===== src/rtl/e1cnt_ram_acc.sv =====
// e1cnt_ram_acc: per-channel counter accumulator driving an external
// true dual-port RAM (port A read-only, port B write-only), one
// read-modify-write per cycle, for the E1 tributary error counters.
// The CPU reads, or reads and clears, a counter through cpu_req/cpu_ack.
// After reset the whole RAM is cleared by a write sweep on port B.
// Build option: define E1CNT_SAT_EN to saturate counters at 2^WIDTH-1
// instead of wrapping.
module e1cnt_ram_acc #(
    parameter int ADDRBIT = 5,
    parameter int DEPTH   = 21,
    parameter int WIDTH   = 16,
    parameter int INCW    = 4
) (
    input  logic               clk,
    input  logic               rst_,
    input  logic               inc_vld,
    input  logic [ADDRBIT-1:0] inc_ch,
    input  logic [INCW-1:0]    inc_val,
    input  logic               cpu_req,
    input  logic [ADDRBIT-1:0] cpu_addr,
    input  logic               cpu_clr,
    output logic               cpu_ack,
    output logic [WIDTH-1:0]   cpu_rdat,
    output logic               init_busy,
    output logic               drop_err,
    output logic [ADDRBIT-1:0] ra_a,
    output logic               ra_we,
    input  logic [WIDTH-1:0]   ra_do,
    output logic [ADDRBIT-1:0] rb_a,
    output logic               rb_we,
    output logic [WIDTH-1:0]   rb_di
);

    typedef enum logic {ST_INIT, ST_RUN} state_t;

    localparam logic [ADDRBIT-1:0] LAST_IDX = ADDRBIT'(DEPTH - 1);

    state_t             state, state_nxt;
    logic [ADDRBIT-1:0] init_cnt;

    // Stage P1: operation whose read data arrives this cycle.
    logic               p1_vld;
    logic               p1_inc;     // 1 = increment, 0 = CPU access
    logic               p1_clr;
    logic [ADDRBIT-1:0] p1_a;
    logic [INCW-1:0]    p1_val;

    // Stage P2: the write committed at the previous edge, for forwarding.
    logic               p2_vld;
    logic [ADDRBIT-1:0] p2_a;
    logic [WIDTH-1:0]   p2_data;

    logic               cpu_busy;
    logic               issue_inc;
    logic               issue_cpu;
    logic [WIDTH-1:0]   cur;
    logic [WIDTH-1:0]   sum;

    // State register and clear-sweep counter.
    // NOTE: sequential state uses non-blocking assignments only, so every
    // flop samples the pre-edge values regardless of block ordering.
    always_ff @(posedge clk or negedge rst_) begin
        if (!rst_) begin
            state    <= ST_INIT;
            init_cnt <= '0;
        end else begin
            state <= state_nxt;
            if (state == ST_INIT)
                init_cnt <= init_cnt + ADDRBIT'(1);
        end
    end

    // Leave the sweep once the last counter entry is being written.
    // NOTE: every combinational output gets a default first, so no path
    // leaves it unassigned and no latch is inferred.
    always_comb begin
        state_nxt = state;
        if (state == ST_INIT && init_cnt == LAST_IDX)
            state_nxt = ST_RUN;
    end

    // A CPU op is in flight from its P1 cycle through its ack cycle.
    assign cpu_busy  = (p1_vld && !p1_inc) || cpu_ack;
    assign issue_inc = (state == ST_RUN) && inc_vld;
    assign issue_cpu = (state == ST_RUN) && !inc_vld && cpu_req && !cpu_busy;

    assign ra_a      = issue_cpu ? cpu_addr : inc_ch;
    assign ra_we     = 1'b0;
    assign init_busy = (state == ST_INIT);

    // Current counter value: the RAM returns pre-write data when the
    // previous op wrote the same entry at the read edge, so forward it.
    always_comb begin
        cur = ra_do;
        if (p2_vld && p2_a == p1_a)
            cur = p2_data;
    end

    // Counter update, wrapping or saturating depending on the build.
    always_comb begin
`ifdef E1CNT_SAT_EN
        logic [WIDTH:0] wide;
        wide = {1'b0, cur} + {{(WIDTH + 1 - INCW){1'b0}}, p1_val};
        sum  = wide[WIDTH] ? {WIDTH{1'b1}} : wide[WIDTH-1:0];
`else
        sum = cur + {{(WIDTH - INCW){1'b0}}, p1_val};
`endif
    end

    // Port B: clear sweep during init, otherwise the P1 write-back.
    always_comb begin
        rb_we = 1'b0;
        rb_a  = p1_a;
        rb_di = '0;
        if (state == ST_INIT) begin
            rb_we = 1'b1;
            rb_a  = init_cnt;
        end else if (p1_vld) begin
            if (p1_inc) begin
                rb_we = 1'b1;
                rb_di = sum;
            end else begin
                rb_we = p1_clr;
            end
        end
    end

    // Issue stage into P1.
    always_ff @(posedge clk or negedge rst_) begin
        if (!rst_) begin
            p1_vld <= 1'b0;
            p1_inc <= 1'b0;
            p1_clr <= 1'b0;
            p1_a   <= '0;
            p1_val <= '0;
        end else begin
            p1_vld <= issue_inc || issue_cpu;
            p1_inc <= issue_inc;
            p1_clr <= cpu_clr;
            p1_a   <= ra_a;
            p1_val <= inc_val;
        end
    end

    // P2 records what P1 wrote, for forwarding into the next op.
    always_ff @(posedge clk or negedge rst_) begin
        if (!rst_) begin
            p2_vld  <= 1'b0;
            p2_a    <= '0;
            p2_data <= '0;
        end else begin
            p2_vld  <= p1_vld && rb_we;
            p2_a    <= rb_a;
            p2_data <= rb_di;
        end
    end

    // CPU response: read data captured from the P1 current value.
    always_ff @(posedge clk or negedge rst_) begin
        if (!rst_) begin
            cpu_ack  <= 1'b0;
            cpu_rdat <= '0;
        end else begin
            cpu_ack <= p1_vld && !p1_inc;
            if (p1_vld && !p1_inc)
                cpu_rdat <= cur;
        end
    end

    // Sticky flag for increments lost during the clear sweep.
    always_ff @(posedge clk or negedge rst_) begin
        if (!rst_)
            drop_err <= 1'b0;
        else if (state == ST_INIT && inc_vld)
            drop_err <= 1'b1;
    end

endmodule

===== config.mk =====
export PLATFORM = sky130hd
export DESIGN_NAME = e1cnt_ram_acc
export DESIGN_NICKNAME = d
export VERILOG_FILES = /design/src/rtl/e1cnt_ram_acc.sv
export SDC_FILE = /design/constraint.sdc
export NUM_CORES = 1
export LEC_CHECK = 0
export BUFFER_PORTS_ARGS = -buffer_cell sky130_fd_sc_hd__buf_2
export CORE_UTILIZATION = 47
export DETAILED_ROUTE_END_ITERATION = 8
export GPL_TIMING_DRIVEN = 0
export PLACE_DENSITY = 0.78
export SLEW_MARGIN = 10
export SYNTH_ARGS = -nofsm -noshare
export SYNTH_HDL_FRONTEND = slang
export SYNTH_SLANG_ARGS = --single-unit

===== constraint.sdc =====
create_clock -name clk -period 2.82 [get_ports clk]
set_input_delay 0.141 -clock clk [delete_from_list [all_inputs] [get_ports clk]]
set_output_delay 0.141 -clock clk [all_outputs]
set_load 0.05 [all_outputs]

==> flow_summary.toml <==
[floorplanning]
fp.dieW_microns = 81.8
coreArea_sq_um = 6030
start_util_pct = 49.6
die_h_microns = 81.8
die_area_sq_um = 6690
rows = 28
io_pins = 82

[grt]
grt-ovfl-total = 0
grt_max_degree = 59
met1_usage_pct = 33.5
grt_pass1_wl_microns = 13900
met3_usage_pct = 9.22
antenna_found_initial = 0
busiest_layer = "met2"
grtUsageMet2_pct = 47.4
grt_pass1_vias = 2785
groute.usage.overall_pct = 28.9

[place]
gp_congestion = 0.911
post-dp-hpwl_microns = 5270
dp_slack_ns = -0.851
numPortBuffers = 80
dp.cells = 432

[drt]
wl_per_cell_microns = 19.3
drc = 0
dr.pass1.iters = 5
vias = 2913
routed_via_density = 5.98
antenna_left = 0
routed_wl_microns = 9410
drt-initial-drc-count = 313

[sta]
hold_viol = 0
relSlewSlack_pct = 22.4
fin_setup_tns_ns = -12.33
tightest_slew_ns = 1.16
rsz0062_at_grt = "yes"
setup_viol = 28
fin_crit_ns = 3.66
setup_ws_ns = -0.841
skew_ns = 0.0184
clock.fmax_ghz = 0.273
final-max-slew-violation-count = 0
period_share_pct = 130

[logic_synthesis]
syn_inst = 277
synth_flop_cell = "dfrtp_1"
syn_area_sq_um = 2990
synth_fp_nets = 320
synth_cell_types = 43
synth-edff-count = 0
synth_area_leader_cell = "dfrtp_1"
synth.avg_cell_area_sq_um = 10.8
ys_ff_latch = 58
synth_top_area_share_pct = 48.5
synthArstFlopShare_pct = 100
ys_seq_area_share_pct = 48.5
ys_warn_count = 0
synth_area_leaders = "dfrtp_1 (49%), a21o_1 (5.0%), mux2_2 (4.5%)"

[clock_network]
clockBufferDepth = 2
clkSlewWorstSetupHoldPaths_ns = 0.07
cts_root_buf = "clkbuf_8"
clk_latency_ns = 0.35
cts_tree = "built"
cts_sinks = 58
cts_made_buffers = 9
h-tree-depth = 3

[cells_and_area]
fillers = 387
final_cell_mix = "buf_2 (66), dfrtp_1 (58), buf_4 (28)"
multi_input_area_sq_um = 1850
syn_to_final_growth_pct = 52.7
final_cells = 487
register_area_sq_um = 1450
final_nets = 450
drive_gt1_share_pct = 49.5
n_antenna_cell = 0
layout_commonest_cell = "buf_2"

[power_and_ir_drop]
p_leak_nw = 2.08
peakVddDrop_mv = 0.495
power_density_nw_per_um2 = 558

[critical_path]
rr_worst_depth = 18
cp.required_ns = 2.68
worstReg2RegStart = "p2_a[4]"
timing.rr.end = "p2_data[2]"
start_kind = "flop"
worst-setup-path-type = "flop to primary output"
worstPathArrival_ns = 3.52
critPathCaptureType = "primary output"
cp-startpoint = "p2_a[4]"
crit_fanout = 6
r2r_slack_ns = -0.29

[worst_hold_path]
hold_class = "primary input to flop"
worstHoldEndpoint = "p1_a[2]"
worstHoldPathCells = 2
worstHoldStart = "inc_ch[2]"

[outcome]
status = "finished with violations"
violations = "setup timing"

[job]
cap_violations = 0
power breakdown:
group,leakage (nW),internal (mW),switching (mW)
clock,0.105,0.496,0.380
sequential,0.704,0.897,0.0421
combinational,1.27,0.254,0.477
total,2.08,1.65,0.899
cells in the mapped netlist (3+ instances only):
| cell | instances |
|---|---|
| clkbuf_1 | 6 |
| dfrtp_1 | 58 |
| nor2_1 | 4 |
| mux2_4 | 3 |
| inv_1 | 9 |
| a21oi_1 | 17 |
| nand4_1 | 8 |
| xnor2_1 | 11 |
| and4_1 | 4 |
| o21ai_1 | 8 |
| o21ai_0 | 10 |
| and2_1 | 3 |
| xor2_1 | 3 |
| a21o_1 | 20 |
| nand3_1 | 21 |
| and3_1 | 9 |
| mux2_2 | 12 |
| o211ai_1 | 5 |
| mux2i_1 | 10 |
| a22oi_1 | 8 |
| ha_1 | 7 |
| nand2_1 | 15 |
sequential cells by signal, indices dropped and copies added (netlist names):
name,count
p1_vld,1
p1_inc,1
cpu_ack,1
init_cnt,5
p2_a,5
drop_err,1
p2_vld,1
p1_val,4
state,1
p2_data,16
p1_clr,1
cpu_rdat,16
p1_a,5
layer usage:
layer	routed length [microns]	share of wire [%]
met1	3630	39
met2	4570	49
met3	844	9.0
met4	366	3.9
met5	0	0
what timing repair did:
item,in CTS,in global routing
pin swaps,19,12
hold endpoints to repair,63,0
hold buffers,6,0
resized for setup,51,11
buffers inserted,24,10
setup endpoints to repair,29,27
stage by stage:
step	power, mW	util (%)	hold slack, ns	instance area [sq um]
finish	2.55	75.8	0.0459	4570
global route	2.64	75.8	0.0309	4570
detailed placement	1.55	62.4	0.249	3760
global placement	1.54	62.4	0.250	3760
CTS	2.49	74.0	0.0362	4460
floorplan	1.39	-	-0.155	3260
worst max path at each step:
stage | to | slack, ns | depth (start not counted)
global route | rb_di[14] | -0.94 | 14
finish | rb_di[12] | -0.84 | 14
floorplan | p2_data[10] | -0.37 | 12
detailed placement | rb_di[14] | -0.85 | 13
CTS | rb_di[14] | -0.71 | 14
global placement | rb_di[13] | -0.77 | 12
critical path, cell delays in order, from the launching register on:
cell and delay [ns]:
dfrtp_1 0.39, xnor2_2 0.25, nand4_4 0.16, nor2_4 0.16, buf_12 0.14, mux2_4 0.18, ha_4 0.14, inv_2 0.04
fa_2 0.36, nand3b_1 0.25, nand2_4 0.15, nand4_1 0.18, a22oi_2 0.32, mux2i_4 0.28, buf_6 0.18
layout make-up:
type	instances	share of cell area, %
clock inverter	7	2.05
timing repair buffer	119	18.5
inverter	9	0.740
sequential	58	31.8
tap	75	2.05
clock buffer	9	2.71
multi-input combinational	197	40.5
buffer	13	1.62
logic make-up (layout without fill, tap and decap cells):
kind of cell	Yosys count	in the layout	synth area share [%]
fa+ha+maj	8	8	3.60
simple gates	75	75	14.7
mux	25	25	9.37
other cells	1	1	0.125
xor+xnor	14	14	4.10
buf+inv	22	157	3.60
flops	58	58	48.5
compound gates	74	74	16.0
Note: power is estimated with default switching activity, not from simulation.
